## config.mk

```make
export PLATFORM = sky130hd
export DESIGN_NAME = ttt_turn_controller
export DESIGN_NICKNAME = d
export VERILOG_FILES = /design/src/rtl/ttt_turn_controller.sv
export SDC_FILE = /design/constraint.sdc
export NUM_CORES = 1
export LEC_CHECK = 0
export BUFFER_PORTS_ARGS = -buffer_cell sky130_fd_sc_hd__buf_2
export CAP_MARGIN = 20
export CORE_MARGIN = 1
export CORE_UTILIZATION = 25
export DETAILED_ROUTE_END_ITERATION = 10
export GPL_ROUTABILITY_DRIVEN = 0
export PLACE_DENSITY = 0.39
export SLEW_MARGIN = 10
export SYNTH_ARGS = -nofsm -noshare
export SYNTH_HDL_FRONTEND = slang
export SYNTH_SLANG_ARGS = --single-unit
```

## constraint.sdc

```tcl
create_clock -name clk_i -period 2.7 [get_ports clk_i]
set_input_delay 0.135 -clock clk_i [delete_from_list [all_inputs] [get_ports clk_i]]
set_output_delay 0.135 -clock clk_i [all_outputs]
set_load 0.01 [all_outputs]
```

## src/rtl/ttt_turn_controller.sv

```systemverilog
// Tic-tac-toe game sequencer: owns the board and turn bit, arbitrates X/O moves, detects win/draw.
// Optional per-turn move timeout is compiled in with `define TTT_MOVE_TIMEOUT_EN.
module ttt_turn_controller #(
  parameter logic        FIRST_PLAYER   = 1'b0,
  parameter int unsigned TIMEOUT_CYCLES = 1000000
) (
  input  logic        clk_i,
  input  logic        rst_i,
  input  logic        new_game_i,
  input  logic        req_x_i,
  input  logic [3:0]  cell_x_i,
  input  logic        req_o_i,
  input  logic [3:0]  cell_o_i,
  output logic        ack_x_o,
  output logic        nack_x_o,
  output logic        ack_o_o,
  output logic        nack_o_o,
  output logic        turn_o,
  output logic [17:0] board_o,
  output logic        game_over_o,
  output logic [1:0]  winner_o,
  output logic        timeout_o
);

  typedef enum logic [1:0] {StPlay, StCheck, StOver} state_e;

  state_e      state_q, state_d;
  logic [17:0] board_q, board_d;
  logic        turn_q, turn_d;
  logic [3:0]  move_cnt_q, move_cnt_d;
  logic [1:0]  winner_q, winner_d;
  logic        game_over_q, game_over_d;
  logic        ack_x_q, ack_x_d, nack_x_q, nack_x_d;
  logic        ack_o_q, ack_o_d, nack_o_q, nack_o_d;
  logic        timeout_q, timeout_d;

  logic       req_on, req_off, cell_ok, cell_free, accept, win, tmo_hit;
  logic [3:0] cell_on, cell_idx;
  logic [1:0] mover;
  logic       on_ack, on_nack, off_nack;

  function automatic logic owns3(logic [17:0] b, logic [1:0] c, int unsigned p0,
                                 int unsigned p1, int unsigned p2);
    return (b[2*p0 +: 2] == c) && (b[2*p1 +: 2] == c) && (b[2*p2 +: 2] == c);
  endfunction

  assign req_on    = turn_q ? req_o_i : req_x_i;
  assign req_off   = turn_q ? req_x_i : req_o_i;
  assign cell_on   = turn_q ? cell_o_i : cell_x_i;
  assign mover     = turn_q ? 2'b10 : 2'b01;
  assign cell_ok   = (cell_on <= 4'd8);
  // Out-of-range cells are folded to 0 so the board select stays in range.
  assign cell_idx  = cell_ok ? cell_on : 4'd0;
  assign cell_free = (board_q[{cell_idx, 1'b0} +: 2] == 2'b00);
  assign accept    = (state_q == StPlay) && req_on && cell_ok && cell_free;

  assign win = owns3(board_q, mover, 0, 1, 2) | owns3(board_q, mover, 3, 4, 5) |
               owns3(board_q, mover, 6, 7, 8) | owns3(board_q, mover, 0, 3, 6) |
               owns3(board_q, mover, 1, 4, 7) | owns3(board_q, mover, 2, 5, 8) |
               owns3(board_q, mover, 0, 4, 8) | owns3(board_q, mover, 2, 4, 6);

`ifdef TTT_MOVE_TIMEOUT_EN
  localparam int unsigned TmoW = $clog2(TIMEOUT_CYCLES);
  localparam logic [TmoW-1:0] TmoLast = TmoW'(TIMEOUT_CYCLES - 1);

  logic [TmoW-1:0] tmo_cnt_q, tmo_cnt_d;

  assign tmo_hit = (state_q == StPlay) && !accept && (tmo_cnt_q == TmoLast);

  always_comb begin
    tmo_cnt_d = tmo_cnt_q + TmoW'(1);
    if (new_game_i || (state_q != StPlay) || accept || tmo_hit) begin
      tmo_cnt_d = '0;
    end
  end

  always_ff @(posedge clk_i or posedge rst_i) begin
    if (rst_i) tmo_cnt_q <= '0;
    else       tmo_cnt_q <= tmo_cnt_d;
  end
`else
  logic unused_tmo_cfg;
  assign unused_tmo_cfg = ^TIMEOUT_CYCLES;
  assign tmo_hit        = 1'b0;
`endif

  always_ff @(posedge clk_i or posedge rst_i) begin
    if (rst_i) begin
      state_q     <= StPlay;
      board_q     <= '0;
      turn_q      <= FIRST_PLAYER;
      move_cnt_q  <= '0;
      winner_q    <= 2'b00;
      game_over_q <= 1'b0;
      ack_x_q     <= 1'b0;
      nack_x_q    <= 1'b0;
      ack_o_q     <= 1'b0;
      nack_o_q    <= 1'b0;
      timeout_q   <= 1'b0;
    end else begin
      state_q     <= state_d;
      board_q     <= board_d;
      turn_q      <= turn_d;
      move_cnt_q  <= move_cnt_d;
      winner_q    <= winner_d;
      game_over_q <= game_over_d;
      ack_x_q     <= ack_x_d;
      nack_x_q    <= nack_x_d;
      ack_o_q     <= ack_o_d;
      nack_o_q    <= nack_o_d;
      timeout_q   <= timeout_d;
    end
  end

  always_comb begin
    state_d = state_q;
    if (new_game_i) begin
      state_d = StPlay;
    end else begin
      unique case (state_q)
        StPlay:  if (accept) state_d = StCheck;
        StCheck: state_d = (win || (move_cnt_q == 4'd9)) ? StOver : StPlay;
        StOver:  state_d = StOver;
        default: state_d = StPlay;
      endcase
    end
  end

  always_comb begin
    board_d     = board_q;
    turn_d      = turn_q;
    move_cnt_d  = move_cnt_q;
    winner_d    = winner_q;
    game_over_d = (state_d == StOver);
    timeout_d   = 1'b0;
    on_ack      = 1'b0;
    on_nack     = 1'b0;
    off_nack    = 1'b0;
    if (new_game_i) begin
      board_d    = '0;
      turn_d     = FIRST_PLAYER;
      move_cnt_d = '0;
      winner_d   = 2'b00;
    end else begin
      unique case (state_q)
        StPlay: begin
          off_nack = req_off;
          if (accept) begin
            board_d[{cell_idx, 1'b0} +: 2] = mover;
            move_cnt_d = move_cnt_q + 4'd1;
            on_ack     = 1'b1;
          end else begin
            on_nack = req_on;
          end
          if (tmo_hit) begin
            turn_d    = ~turn_q;
            timeout_d = 1'b1;
          end
        end
        StCheck: begin
          on_nack  = req_on;
          off_nack = req_off;
          if (win)                      winner_d = mover;
          else if (move_cnt_q == 4'd9)  winner_d = 2'b11;
          else                          turn_d   = ~turn_q;
        end
        default: begin
          on_nack  = req_on;
          off_nack = req_off;
        end
      endcase
    end
    ack_x_d  = ~turn_q & on_ack;
    ack_o_d  = turn_q & on_ack;
    nack_x_d = turn_q ? off_nack : on_nack;
    nack_o_d = turn_q ? on_nack : off_nack;
  end

  assign ack_x_o     = ack_x_q;
  assign nack_x_o    = nack_x_q;
  assign ack_o_o     = ack_o_q;
  assign nack_o_o    = nack_o_q;
  assign turn_o      = turn_q;
  assign board_o     = board_q;
  assign game_over_o = game_over_q;
  assign winner_o    = winner_q;
  assign timeout_o   = timeout_q;

endmodule

```

Yosys cells after proc, flatten, opt, wreduce, memory -nomap -nowiden
Index checks and enable logic that the tools add are counted.

word-level totals
  flip-flop bits (word level) = 32
  input port bits = 13

operators by class
  mux-type cells = 33
  shift operators = 3
  bitwise gates (word level) = 10
  eq/ne operators = 15
  add/subtract/negate cells = 2
  order comparisons = 1
  reductions and logical operators = 29

operators by type and width
  cell                      count
  $mux W18                  3
  $mux W4                   5
  $logic_and A1 B1 Y1       19
  $bwmux W18                1
  $eq A2 B2 Y1              9
  $shift A2 B7 Y18 const A  1
  $shiftx A18 B6 Y2         1
  $shiftx A2 B7 Y18         1
  $mux W2                   8
  $mux W1                   15
  $neg A5 Y7                1
  $or A1 B1 Y1              7
  $pmux W2 S3               1
  $reduce_bool A2 Y1        3
  $add A4 B1 Y4 const B     1
  $eq A2 B2 Y1 const B      2
  $eq A4 B4 Y1 const B      1
  $le A4 B4 Y1 const B      1
  $logic_not A2 Y1          2
  $ne A2 B2 Y1 const B      2
  $reduce_and A2 Y1         2
  $reduce_and A3 Y1         1
  $reduce_bool A3 Y1        1
  $and A1 B1 Y1             2
  other kinds (3)           3

Depth between registers and ports, before layout
Gate-level depths: netlist (run 1).

  word-level depth = 16
  depth in mapped cells = 9
  gate-level depth less buffers = 8

Worst setup path before layout (run 1)
OpenSTA, ideal clock, no wires.

  kind = reg-to-reg
  start point = reg turn_q (netlist: turn_o)
  end point = reg board_q[3] (netlist: board_o[3])
  stages on the path, launching flop included = 9
  clock period less this slack = 2.557 ns
  path slack = 0.143 ns
  arrival time = 2.432 ns
  path buffers = 1
  required time = 2.575 ns
  path through = dfrtp_1 -> buf_4 -> mux2i_1 -> inv_1 -> ha_1 -> xnor2_1 -> or2_2 -> nor3_2 -> mux2_4

between the ends
  longest elaborated chain between the ends = 9
  elaborated cells on any way between the ends = 19

ends and longest elaborated chain
  what                                                          line  source
  start, declared                                               29    logic turn_q, turn_d;
  start signal, assigned                                        103   turn_q <= turn_d;
  $mux W4                                                       49    assign cell_on = turn_q ? cell_o_i : cell_x_i;
  $le A4 B4 Y1                                                  51    assign cell_ok = (cell_on <= 4'd8);
  $mux W4                                                       53    assign cell_idx = cell_ok ? cell_on : 4'd0;
  $neg A5 Y7                                                    149   board_d[{cell_idx, 1'b0} +: 2] = mover;
  $shiftx A2 B7 Y18 / $shift A2 B7 Y18 (equally long branches)  149
  $bwmux W18                                                    149
  $mux W18                                                      148   if (accept) begin
  $mux W18                                                      145   unique case (state_q)
  $mux W18                                                      139   if (new_game_i) begin
  end signal, assigned                                          102   board_q <= board_d;
  end, declared                                                 28    logic [17:0] board_q, board_d;

Parallel ways exist; a longest one is shown, timed or not. The select of a mux whose other input is x is not followed.
A chain may end at the register's enable or synchronous reset.

Worst setup path in the final report (run 1)
  start point = reg turn_q (netlist: turn_o)
  end point = reg board_q[17] (netlist: board_o[17])

Same word-level chain as after synthesis.

==> results.yml, run 1 <==
outcome:
  status: "complete, no violations"
synth:
  synth_ff_type: "dfrtp_1"
  synth_top_family_by_area: "simple AND/OR/NAND/NOR gates"
  yosysWarnings: 0
  synth_edf_count: 0
  ys_top_cells_by_count: "dfrtp_1 (32), nand2_1 (23), mux2i_1 (21)"
  yosys.area_share.simple_pct: 28.4
  ys_ff_latch: 32
  netlist_instances: 231
  synth_fa_ha_area_share_pct: 3.41
  synthXorXnorAreaFrac_pct: 0.795
  synth_nets: 250
  synth_compound_area_share_pct: 15.7
  yosysUniqueCellTypes: 55
  async_flop_share_pct: 100
  synth_most_common_cell: "dfrtp_1"
  muxShareOfSynthArea_pct: 11.4
  synth_area_leaders: "dfrtp_1 (36%), mux2i_1 (9.5%), nand2_1 (3.9%)"
  avgSynthCellArea_sq_um: 9.53
  netlist_area_sq_mm: 0.00220
  ys_seq_area_share_pct: 36.4
  yosysTopAreaCell: "dfrtp_1"
  yosys.area.top_type_share_pct: 36.4
floorplanning:
  die_height_um: 95.9
  die-area_sq_mm: 0.00919
  start_util_pct: 26.3
  core_sq_mm: 0.00838
  num_rows: 33
  die_w_um: 95.9
  num_io_pins: 40
place:
  io_buffers: 38
  dpl.hpwl_mm: 4.94
  place_inst: 377
  pre_cts_ws_ns: 0.142
  dpl_cell_area_sq_mm: 0.00257
critical_path:
  end_kind: "flop"
  cp_cell_sequence: "mux2i_2 -> mux2i_1 -> a221oi_4 -> a2111oi_4 -> buf_4 -> or4_4 -> mux2i_1"
  critPathKind: "flop to flop"
  critical_path.slowest_cell: "or4_4"
  required_ns: 2.91
  startpoint_type: "flop"
  slowest_delay_ns: 0.56
  crit_buf_inv: 1
  crit_fanout: 16
  cp_common_cell: "mux2i_1"
  arrival_ns: 2.79
  path_delay_family: "multiplexers"
routing:
  ant_nets: 0
  firstDrtPassIters: 4
  drc: 0
  first_iter_violations: 80
  routedWlPerCell_um: 16.3
  viasPerCell: 4.90
  vias: 1891
  wl_mm: 6.30
power_and_ir_drop:
  ir_drop_v: 0.000167
  clock_power_share_pct: 40.0
  power_density_mw_per_mm2: 475
  combPwrFrac_pct: 21.2
  cellLeakagePower_uw: 0.00121
  p_int_uw: 922
  power_frac_seq_pct: 38.8
  p_sw_share_pct: 28.8
  p_sw_uw: 372
timing:
  setup_viol: 0
  fmax_mhz: 388
  min_period_ns: 2.58
  worstMarginPinSlew_ns: 0.678
  finalCritPeriodShare_pct: 95.5
  fin_skew_ns: 0.0128
  drv_slew: 0
  rsz0062_at_grt: "true"
  tns_ns: 0
  max_slew_margin_pct: 54.8
  final.setup.worst_slack_ns: 0.121
  hold_viol_final: 0
clocking:
  clockBufferDepth: 2
  numCtsBuffers: 5
  clk_pin_slew_ns: 0.08
  cts-root-buf: "clkbuf_8"
  cts_sinks: 32
  clk_latency_ns: 0.29
  htreeDepth: 2
  tritoncts: "done"
final_layout:
  syn2layout_area_growth_pct: 23.7
  num-nets-final: 299
  n_fill_cell: 894
  multi_input_area_sq_mm: 0.00134
  drive_gt1_share_pct: 28.5
  diodes: 0
  finish.instance_area_sq_mm: 0.00272
  fin_cells: 386
  regArea_sq_um: 801
global_routing:
  grt_max_degree: 20
  grt_pass1_wl_mm: 10.1
  grt_usage_pct: 14.9
  antenna_found_initial: 0
  grt-ovfl-total: 0
  grt_pass1_vias: 1819
job:
  maxCapViolCount: 0
worst_hold_path:
  hold_path_class: "input port to flop"
path summary, 6_finish.rpt:
path                            endpoint  slack [ns]          start  depth (start not counted)
setup / recovery             board_o[17]        0.12         turn_o                          7
hold / removal                  nack_o_o        0.12        req_o_i                          2
setup reg to reg             board_o[17]        0.12         turn_o                          7
hold reg to reg            move_cnt_q[3]        0.55  move_cnt_q[3]                          2
max in group asynchronous    winner_o[0]        1.50          rst_i                          4
min in group asynchronous     board_o[2]        0.49          rst_i                          3
flip-flops by register name, summed over array words and instances (netlist names):
| name | flops |
|---|---|
| ack_x_o | 1 |
| board_o | 18 |
| nack_x_o | 1 |
| turn_o | 1 |
| ack_o_o | 1 |
| nack_o_o | 1 |
| winner_o | 2 |
| state_q | 2 |
| move_cnt_q | 4 |
| game_over_o | 1 |
cell type report:
class	count	share of cell area, %
clock buffers	7	3.54
clock inverters	1	1.10
inverters	8	1.10
multi-input cells	181	49.1
flip-flops and latches	32	29.4
well taps	105	4.82
repair buffers	52	10.9
power by group through the flow:
stage	Combinational, uW	Sequential (uW)	Clock [uW]
finish	274	503	518
global placement	275	512	0
CTS	272	503	527
detailed placement	270	512	0
floorplan	177	513	0
global route	302	504	552
metrics by stage:
step | power [uW] | util, % | hold WS, ns
3_3_place_gp | 787 | 30.6 | 0.298
6_report | 1290 | 32.5 | 0.116
5_1_grt | 1360 | 32.5 | 0.129
4_1_cts | 1300 | 32.3 | 0.116
3_5_place_dp | 782 | 30.6 | 0.280
2_1_floorplan | 690 | - | 0.251
routing by layer:
metal	vias up	track usage, %	part of all wire (%)
met5	-	0	0
met4	0	4.23	0.94
met3	6	2.61	2.8
met2	37	22.5	43
met1	899	21.7	53
li1	949	-	-
cells in the final DEF (no fill, tap or decap), drive strengths merged, types with 4 or more instances in the layout:
cell    count
nor3       15
clkbuf      7
a21oi       8
nand3       4
or3         8
o21ai       6
nand2      23
nor3b       5
mux2i      22
nor2       12
inv         8
dfrtp      32
nor4        4
buf        51
nand2b     12
o22ai       7
nor2b       6
ha          6
kinds of logic (layout without fill, tap and decap cells):
family                     Yosys count  count (layout)
and+or+nand+nor                    106             106
AOI/OAI and AO/OA                   42              42
DFF                                 32              32
muxes                               24              24
buffers and inverters               18              68
adders and majority gates            6               6
xor gates and xnor gates             2               2
other                                1               1
what timing repair did:
item	in CTS	in global routing
hold buffers	1	0
setup buffers	0	0
endpoints found under the hold margin	15	0
gates resized for setup	0	3
setup endpoints to repair	0	2
Note: power is estimated with default switching activity, not from simulation.
==> run 2: changes to the inputs <==
--- a/config.mk
+++ b/config.mk
@@ -7,11 +7,14 @@
 export LEC_CHECK = 0
 export BUFFER_PORTS_ARGS = -buffer_cell sky130_fd_sc_hd__buf_2
 export CAP_MARGIN = 20
+export CELL_PAD_IN_SITES_DETAIL_PLACEMENT = 1
+export CELL_PAD_IN_SITES_GLOBAL_PLACEMENT = 1
 export CORE_MARGIN = 1
 export CORE_UTILIZATION = 25
 export DETAILED_ROUTE_END_ITERATION = 10
 export GPL_ROUTABILITY_DRIVEN = 0
-export PLACE_DENSITY = 0.39
+export GPL_TIMING_DRIVEN = 0
+export PLACE_DENSITY = 0.49
 export SLEW_MARGIN = 10
 export SYNTH_ARGS = -nofsm -noshare
 export SYNTH_HDL_FRONTEND = slang
==> run 2 against run 1 <==
Compared with the run above:
- combinational power grew 7%
- final area grew 0.37%
- fmax shrank 0.29%
- sequential power is essentially flat
- count of clock-buffer cells in the layout shrank 1
- critical endpoint is now board_o[3]
- wire length grew 9.6%
- non-clock buffer count grew 1
- flip-flop and latch count is the same
- die area is the same
==> results.yml, run 2 (same netlist as run 1, synthesis figures left out) <==
outcome:
  status: "complete, no violations"
routing:
  ant_nets: 0
  wl_mm: 6.91
  drc: 0
  vias: 1930
  viasPerCell: 4.99
  first_iter_violations: 55
  firstDrtPassIters: 4
  routedWlPerCell_um: 17.9
final_layout:
  largest_register_ffs: 18
  final_cell_mix: "buf_2 (40), dfrtp_1 (32), nand2_1 (23)"
  layout_commonest_cell: "buf_2"
  num-nets-final: 300
  utilization_pct: 32.6
  drive_gt1_share_pct: 29.8
  diodes: 0
  syn2layout_area_growth_pct: 24.1
critical_path:
  end_kind: "flop"
  ff2ff_setup_slack_ns: 0.11
  required_ns: 2.87
  r2r_cells: 9
  arrival_ns: 2.75
  critPathKind: "flop to flop"
  crit_fanout: 10
  startpoint_type: "flop"
  worstReg2RegStart: "turn_o"
  r2r_end: "board_o[3]"
timing:
  max_slew_margin_pct: 51.3
  fmax_mhz: 387
  fin_skew_ns: 0.00662
  worstMarginPinSlew_ns: 0.730
  rsz0062_at_grt: "true"
  tns_ns: 0
  drv_slew: 0
  setup_viol: 0
  min_period_ns: 2.59
  timing.hold.ws_ns: 0.110
  hold_viol_final: 0
  finalCritPeriodShare_pct: 95.8
global_routing:
  grt_pass1_vias: 1993
  grt-ovfl-total: 0
  grt_usage_pct: 16.4
  grt_pass1_wl_mm: 11.0
  antenna_found_initial: 0
  grt_max_degree: 33
place:
  dpl.hpwl_mm: 5.34
  io_buffers: 38
worst_hold_path:
  hold_path_class: "input port to flop"
  worstHoldPathCells: 2
  holdCritStartpoint: "req_x_i"
  hold_end: "nack_x_o"
power_and_ir_drop:
  power_density_mw_per_mm2: 461
  cellLeakagePower_uw: 0.00121
  ir_drop_v: 0.000214
clocking:
  tritoncts: "done"
  clk_pin_slew_ns: 0.08
  cts_sinks: 32
  clk_latency_ns: 0.28
  htreeDepth: 2
  clockBufferDepth: 2
  cts-root-buf: "clkbuf_8"
  numCtsBuffers: 5
floorplanning:
  die_height_um: 95.9
  num_io_pins: 40
  die-area_sq_mm: 0.00919
  core_sq_mm: 0.00838
  start_util_pct: 26.3
  num_rows: 33
  die_w_um: 95.9
job:
  maxCapViolCount: 0
==> run 2: cell types whose count changed in the layout (fill, tap and decap cells not counted), moves of 2 or more <==
cell	before	now
clkbuf_1	0	6
buf_4	13	6
nor3_1	10	8
clkbuf_8	7	5
buf_2	38	40
mux2i_1	21	19
==> run 2: timing repair <==
action,4_1_cts,5_1_grt
gates cloned,0,0
resized for setup,6,7
endpoints found under the setup margin,12,15
hold buffers,1,0
setup buffers,0,4
endpoints found under the hold margin,16,0
pin swaps,1,2
==> run 2: critical path, cell delays in order, from the launching register on <==
cell	delay (ns)
dfrtp_1	0.42
buf_4	0.25
mux2i_1	0.39
o21a_1	0.23
a221oi_4	0.09
a2111oi_4	0.36
buf_4	0.20
buf_6	0.17
nor3_4	0.07
mux2_4	0.29
==> run 2: routing by layer <==
layer / track usage, % / wire, um / part of all wire [%] / up-vias
met4: 3.73 / 55 / 0.80 / 0
met2: 25.5 / 3080 / 45 / 28
met3: 1.90 / 157 / 2.3 / 5
met5: 0 / 0 / 0 / -
met1: 24.2 / 3610 / 52 / 952
li1: - / - / - / 945
==> run 2: where the power goes <==
part	internal, uW	leakage, uW	switching [uW]
logic	107	0.000715	185
clock network	274	0.0000552	192
registers	491	0.000443	12.1
==> run 2: worst max-delay path by stage <==
stage	slack, ns	cells past startpoint	from	to
finish	0.11	9	turn_o	board_o[3]
global route	-0.02	9	turn_o	move_cnt_q[2]
CTS	0.003	8	turn_o	board_o[3]
detailed placement	-0.30	8	turn_o	turn_o
global placement	-0.36	8	turn_o	turn_o
floorplan	0.14	8	turn_o	board_o[3]
==> run 2: layout make-up <==
| cell class | count | area, sq um |
|---|---|---|
| clock inverter | 2 | 35.0 |
| inverter | 8 | 30.0 |
| tap | 105 | 131 |
| sequential | 32 | 801 |
| clock buffer | 6 | 72.6 |
| buffer | 10 | 55.1 |
| multi-input combinational | 181 | 1380 |
| timing repair buffer | 43 | 230 |
| fill | 987 | 5650 |
==> run 2: through the flow <==
step	total power, uW	cells	area, sq um	setup WS (ns)
2_1_floorplan	690	231	2200	0.143
3_3_place_gp	779	374	2520	-0.363
3_5_place_dp	781	374	2520	-0.305
5_1_grt	1320	387	2730	-0.0225
6_report	1260	387	2730	0.113
4_1_cts	1260	383	2670	0.00339
